==> config.mk <==
export PLATFORM = sky130hd
export DESIGN_NAME = uart_tx_serializer
export DESIGN_NICKNAME = d
export VERILOG_FILES = /design/src/rtl/uart_tx_serializer.sv
export SDC_FILE = /design/constraint.sdc
export NUM_CORES = 1
export LEC_CHECK = 0
export ABC_AREA = 1
export BUFFER_PORTS_ARGS = -buffer_cell sky130_fd_sc_hd__buf_2
export CAP_MARGIN = 20
export CORE_UTILIZATION = 50
export DETAILED_ROUTE_END_ITERATION = 10
export GPL_TIMING_DRIVEN = 0
export PLACE_DENSITY_LB_ADDON = 0.05
export SYNTH_ARGS = -nofsm -noshare
export SYNTH_HDL_FRONTEND = slang
export SYNTH_SLANG_ARGS = --single-unit
==> constraint.sdc <==
create_clock -name clk -period 1.3 [get_ports clk]
set_input_delay 0.26 -clock clk [delete_from_list [all_inputs] [get_ports clk]]
set_output_delay 0.26 -clock clk [all_outputs]
set_load 0.01 [all_outputs]
==> src/rtl/uart_tx_serializer.sv <==
// uart_tx_serializer: 8-bit UART transmitter with optional parity
// and one or two stop bits; back-to-back frames without idle gap.
module uart_tx_serializer #(
    parameter int CLK_DIV    = 16,
    parameter int PARITY_EN  = 0,
    parameter int PARITY_ODD = 0,
    parameter int STOP_BITS  = 1
) (
    input  logic       clk,
    input  logic       rst_n,
    input  logic       in_valid,
    input  logic [7:0] in_data,
    output logic       in_ready,
    output logic       txd,
    output logic       busy
);

    localparam int CW = (CLK_DIV > 1) ? $clog2(CLK_DIV) : 1;
    localparam logic [CW-1:0] CNT_MAX = CW'(CLK_DIV - 1);
    localparam logic [2:0] STOP_LAST = 3'(STOP_BITS - 1);
    localparam bit PEN  = (PARITY_EN != 0);
    localparam bit PODD = (PARITY_ODD != 0);

    typedef enum logic [2:0] {
        IDLE,
        START,
        DATA,
        PARITY,
        STOP
    } state_t;

    state_t        state, state_d;
    logic [CW-1:0] cnt, cnt_d;
    logic [2:0]    idx, idx_d;
    logic [7:0]    sh, sh_d;
    logic          txd_d, busy_d;
    logic          last, stop_done, accept;

    assign last      = (cnt == CNT_MAX);
    assign stop_done = (state == STOP) && last && (idx == STOP_LAST);
    assign in_ready  = (state == IDLE) || stop_done;
    assign accept    = in_valid && in_ready;

    always_comb begin
        state_d = state;
        cnt_d   = last ? '0 : cnt + 1'b1;
        idx_d   = idx;
        sh_d    = sh;
        txd_d   = txd;
        busy_d  = busy;
        unique case (state)
            IDLE: begin
                cnt_d = '0;
                if (accept) begin
                    state_d = START;
                    sh_d    = in_data;
                    idx_d   = '0;
                    txd_d   = 1'b0;
                    busy_d  = 1'b1;
                end
            end
            START: begin
                if (last) begin
                    state_d = DATA;
                    idx_d   = '0;
                    txd_d   = sh[0];
                end
            end
            DATA: begin
                if (last) begin
                    idx_d = idx + 3'd1;
                    if (idx == 3'd7) begin
                        if (PEN) begin
                            state_d = PARITY;
                            txd_d   = (^sh) ^ PODD;
                        end else begin
                            state_d = STOP;
                            txd_d   = 1'b1;
                        end
                    end else begin
                        txd_d = sh[idx + 3'd1];
                    end
                end
            end
            PARITY: begin
                if (last) begin
                    state_d = STOP;
                    idx_d   = '0;
                    txd_d   = 1'b1;
                end
            end
            STOP: begin
                if (last) begin
                    if (idx == STOP_LAST) begin
                        idx_d = '0;
                        // chain straight into the next start bit
                        if (accept) begin
                            state_d = START;
                            sh_d    = in_data;
                            txd_d   = 1'b0;
                            busy_d  = 1'b1;
                        end else begin
                            state_d = IDLE;
                            txd_d   = 1'b1;
                            busy_d  = 1'b0;
                        end
                    end else begin
                        idx_d = idx + 3'd1;
                    end
                end
            end
            default: begin
                state_d = IDLE;
                cnt_d   = '0;
                idx_d   = '0;
                txd_d   = 1'b1;
                busy_d  = 1'b0;
            end
        endcase
    end

    always_ff @(posedge clk or negedge rst_n) begin
        if (!rst_n) begin
            state <= IDLE;
            cnt   <= '0;
            idx   <= '0;
            sh    <= '0;
            txd   <= 1'b1;
            busy  <= 1'b0;
        end else begin
            state <= state_d;
            cnt   <= cnt_d;
            idx   <= idx_d;
            sh    <= sh_d;
            txd   <= txd_d;
            busy  <= busy_d;
        end
    end

endmodule

==> results by group <==
Worst setup path
  • Reg2Reg Launch Point: idx[0]
  • Crit. End Element: output port
  • Reg-to-reg endpoint: state[2]
  • Maximum fanout along the worst path: 2
  • Setup crit start kind: register
  • Worst-case reg-to-reg path depth: 11
  • Crit. Startpoint: idx[0]
  • CP arrival: between 1 and 1.5 ns
  • CP required: 1.04 ns
  • Worst R2R Setup Slack: -0.25 ns
  • Setup crit end: in_ready
  • Setup CP Type: reg -> out

CTS
  • CTS Buf Count: 3
  • Clock sinks: 20
  • Root buffer cell: clkbuf_4
  • CTS max path bufs: 2
  • CTS tree: built
  • Clock Latency Late Sink: 0.31 ns
  • CTS HTree Levels: 1
  • Clock transition at path regs: 0.12 ns

Detailed routing
  • Routed WL: roughly 2700 um
  • Initial DRC Count: 22
  • Vias: about 1,000
  • Final ANT Viol Nets: 0
  • DR DRC count: 0
  • Via density: 5.17
  • DR WL/cell: roughly 14 um
  • DRT Pass-1 Iters: 4

Place
  • Post-detail-place hpwl: 1550 um
  • Placer congestion estimate: just over 0.8
  • IO buf count: 13

Timing
  • RSZ-0062 raised after global routing: yes
  • Max-Slew Margin vs Limit: between 60 and 70%
  • Highest clock rate: just over 600 MHz
  • Endpoints failing setup: 17
  • Setup_tns: -2.63 ns
  • Final Skew: 0.00192 ns
  • Final critical-path share of the clock period: 127%
  • Final WS setup: -0.345 ns
  • Worst-case hold slack: 0.161 ns
  • Worst Tran Pin Value: 0.468 ns
  • Min cycle time layout: 1.65 ns
  • Fin. max-slew vios: 0
  • Final hold viol count: 0

Synthesis
  • Syn nets: 147
  • Main flop type after synthesis: dfrtp_1
  • Number of synthesized flops with an enable pin: 0
  • Synth top area share: 42.5%
  • Fraction of registers with async set or reset after synthesis: 100%
  • Commonest cells post-synth: nand2_1, dfrtp_1, inv_1, nand3_1, o21ai_1
  • Mapped Cells: 132
  • Area leader, netlist: dfrtp_1
  • Synth cell types: 26
  • Count leader, synth: nand2_1
  • Post-Syn Area: ~1100 sq um
  • Sequential-to-total area share from yosys stat: 44.8%
  • Yosys reg bits: 20
  • Synthesized area per cell: 8.48 sq um
  • Dominant cells by area after synthesis: dfrtp_1, nand2_1, nand3_1, inv_1, ha_1
  • Yosys warns: 0

Global routing
  • First-pass GRT wire length: between 4000 and 5000 um
  • Antenna violations before repair: 0
  • Largest net degree at the start of global routing: 21
  • Gr usage total: 24.7%
  • Gr ovfl total: 0
  • Vias in the first global route: 1,014

Finish
  • Fill count: ~140
  • Multi-input logic area: approximately 670 sq um
  • Number of diodes: 0
  • Final nets: 190
  • Share of layout cells above drive strength 1: 49.4%
  • Synth-to-layout area growth: 46.3%
  • Reg area: a little over 500 sq um

Power and ir drop
  • Clk pwr share: 11.4%
  • Peak supply drop: 1.52 mV
  • Net Switching: ~1.4 mW
  • Combinational power share: 57.3%
  • Power, Total: 3.36 mW
  • Sequential power share: 31.3%
  • Pwr Density: just over 2000 nW/um^2
  • Cell internal pwr: 1.92 mW
  • P_leak: 0.807 nW
  • Net Sw Frac: between 40% and 50%

Die
  • Num ports: 14
  • Initial core utilization: 54.8%
  • Site Rows: 16
  • Core box area: 2040 sq um
  • Total Die Area: 2430 sq um
  • Horiz. Die Dim: 49.3 um
  • Die height: between 40 and 50 um

Run
  • Maximum Capacitance Violations: 0

Run status
  • Status: finished, violations left
  • Failing checks: setup timing

Min path
  • Hold Crit Class: in -> reg
[power by group through the flow]
stage | Combinational [mW] | Sequential, mW | Clock (mW)
after detailed placement | 1.24 | 1.06 | 0
final | 1.93 | 1.05 | 0.383
after global placement | 1.21 | 1.05 | 0
after CTS | 1.62 | 1.06 | 0.377
after floorplan | 0.993 | 1.03 | 0
after global routing | 2.09 | 1.08 | 0.401
[worst max-delay path, cell delays in order (launching register included)]
cell	delay (ns)
dfrtp_2	0.46
inv_4	0.07
ha_4	0.13
nand2_4	0.06
a21oi_4	0.13
and2_4	0.15
buf_6	0.09
[worst min-delay path by stage]
stage / from / end / cells after the start
2_1_floorplan: rst_n / busy / 0
5_1_grt: in_data[3] / sh[3] / 3
6_report: in_data[6] / sh[6] / 3
3_5_place_dp: rst_n / cnt[1] / 1
4_1_cts: in_data[6] / sh[6] / 3
3_3_place_gp: rst_n / cnt[2] / 1
[cells by family after synthesis]
logic type	after synthesis	share of synthesized area [%]
AOI/OAI and AO/OA	20	11.8
and+or+nand+nor	64	29.4
xor gates and xnor gates	2	1.56
buffers and inverters	22	7.93
DFF	20	44.8
adders and majority gates	4	4.47
[cell type report]
cell class	instances	area share (%)
repair buffers	38	17.9
clock buffers	4	2.22
flip-flops and latches	20	30.9
multi-input cells	90	40.9
plain buffers	1	0.688
inverters	21	5.27
well taps	27	2.06
[through the flow]
step / cells / setup slack (ns) / utilization [%] / instance area, sq um
6_report: 201 / -0.345 / 80.2 / 1640
5_1_grt: 201 / -0.387 / 80.2 / 1640
2_1_floorplan: 132 / -0.101 / - / 1160
4_1_cts: 194 / -0.335 / 74.1 / 1510
3_3_place_gp: 172 / -0.267 / 61.8 / 1260
3_5_place_dp: 172 / -0.280 / 61.8 / 1260
[cell usage in the layout, fill, tap and decap left out, drive strengths merged]
cell	netlist	routed
nand2	39	39
buf	1	38
inv	20	20
dfrtp	19	19
nand3	15	15
o21ai	12	12
nor2	8	8
a21oi	5	5
ha	4	4
clkbuf	0	4
o22ai	2	2
a21boi	1	1
xnor2	1	1
and2	1	1
xor2	1	1
nand3b	1	1
clkinv	1	1
dlygate4sd3	0	1
dfstp	1	1
[layer usage]
metal,vias to the layer above,wire [um],track usage (%)
met2,25,1420,42.2
met3,8,79,3.74
met1,499,1180,30.9
met5,-,0,0
met4,0,61,9.80
li1,507,-,-
[sequential cells by signal, indices dropped and copies added (netlist names)]
| register | count |
|---|---|
| txd | 1 |
| cnt | 4 |
| busy | 1 |
| state | 3 |
| sh | 8 |
| idx | 3 |
[timing repair]
action	4_1_cts	5_1_grt
pin swaps	11	8
cloned	1	0
endpoints found under the hold margin	19	0
setup endpoints to repair	17	17
hold buffers	1	0
setup buffers	16	8
resized for setup	22	12
Power figures use the tool's default switching activity.
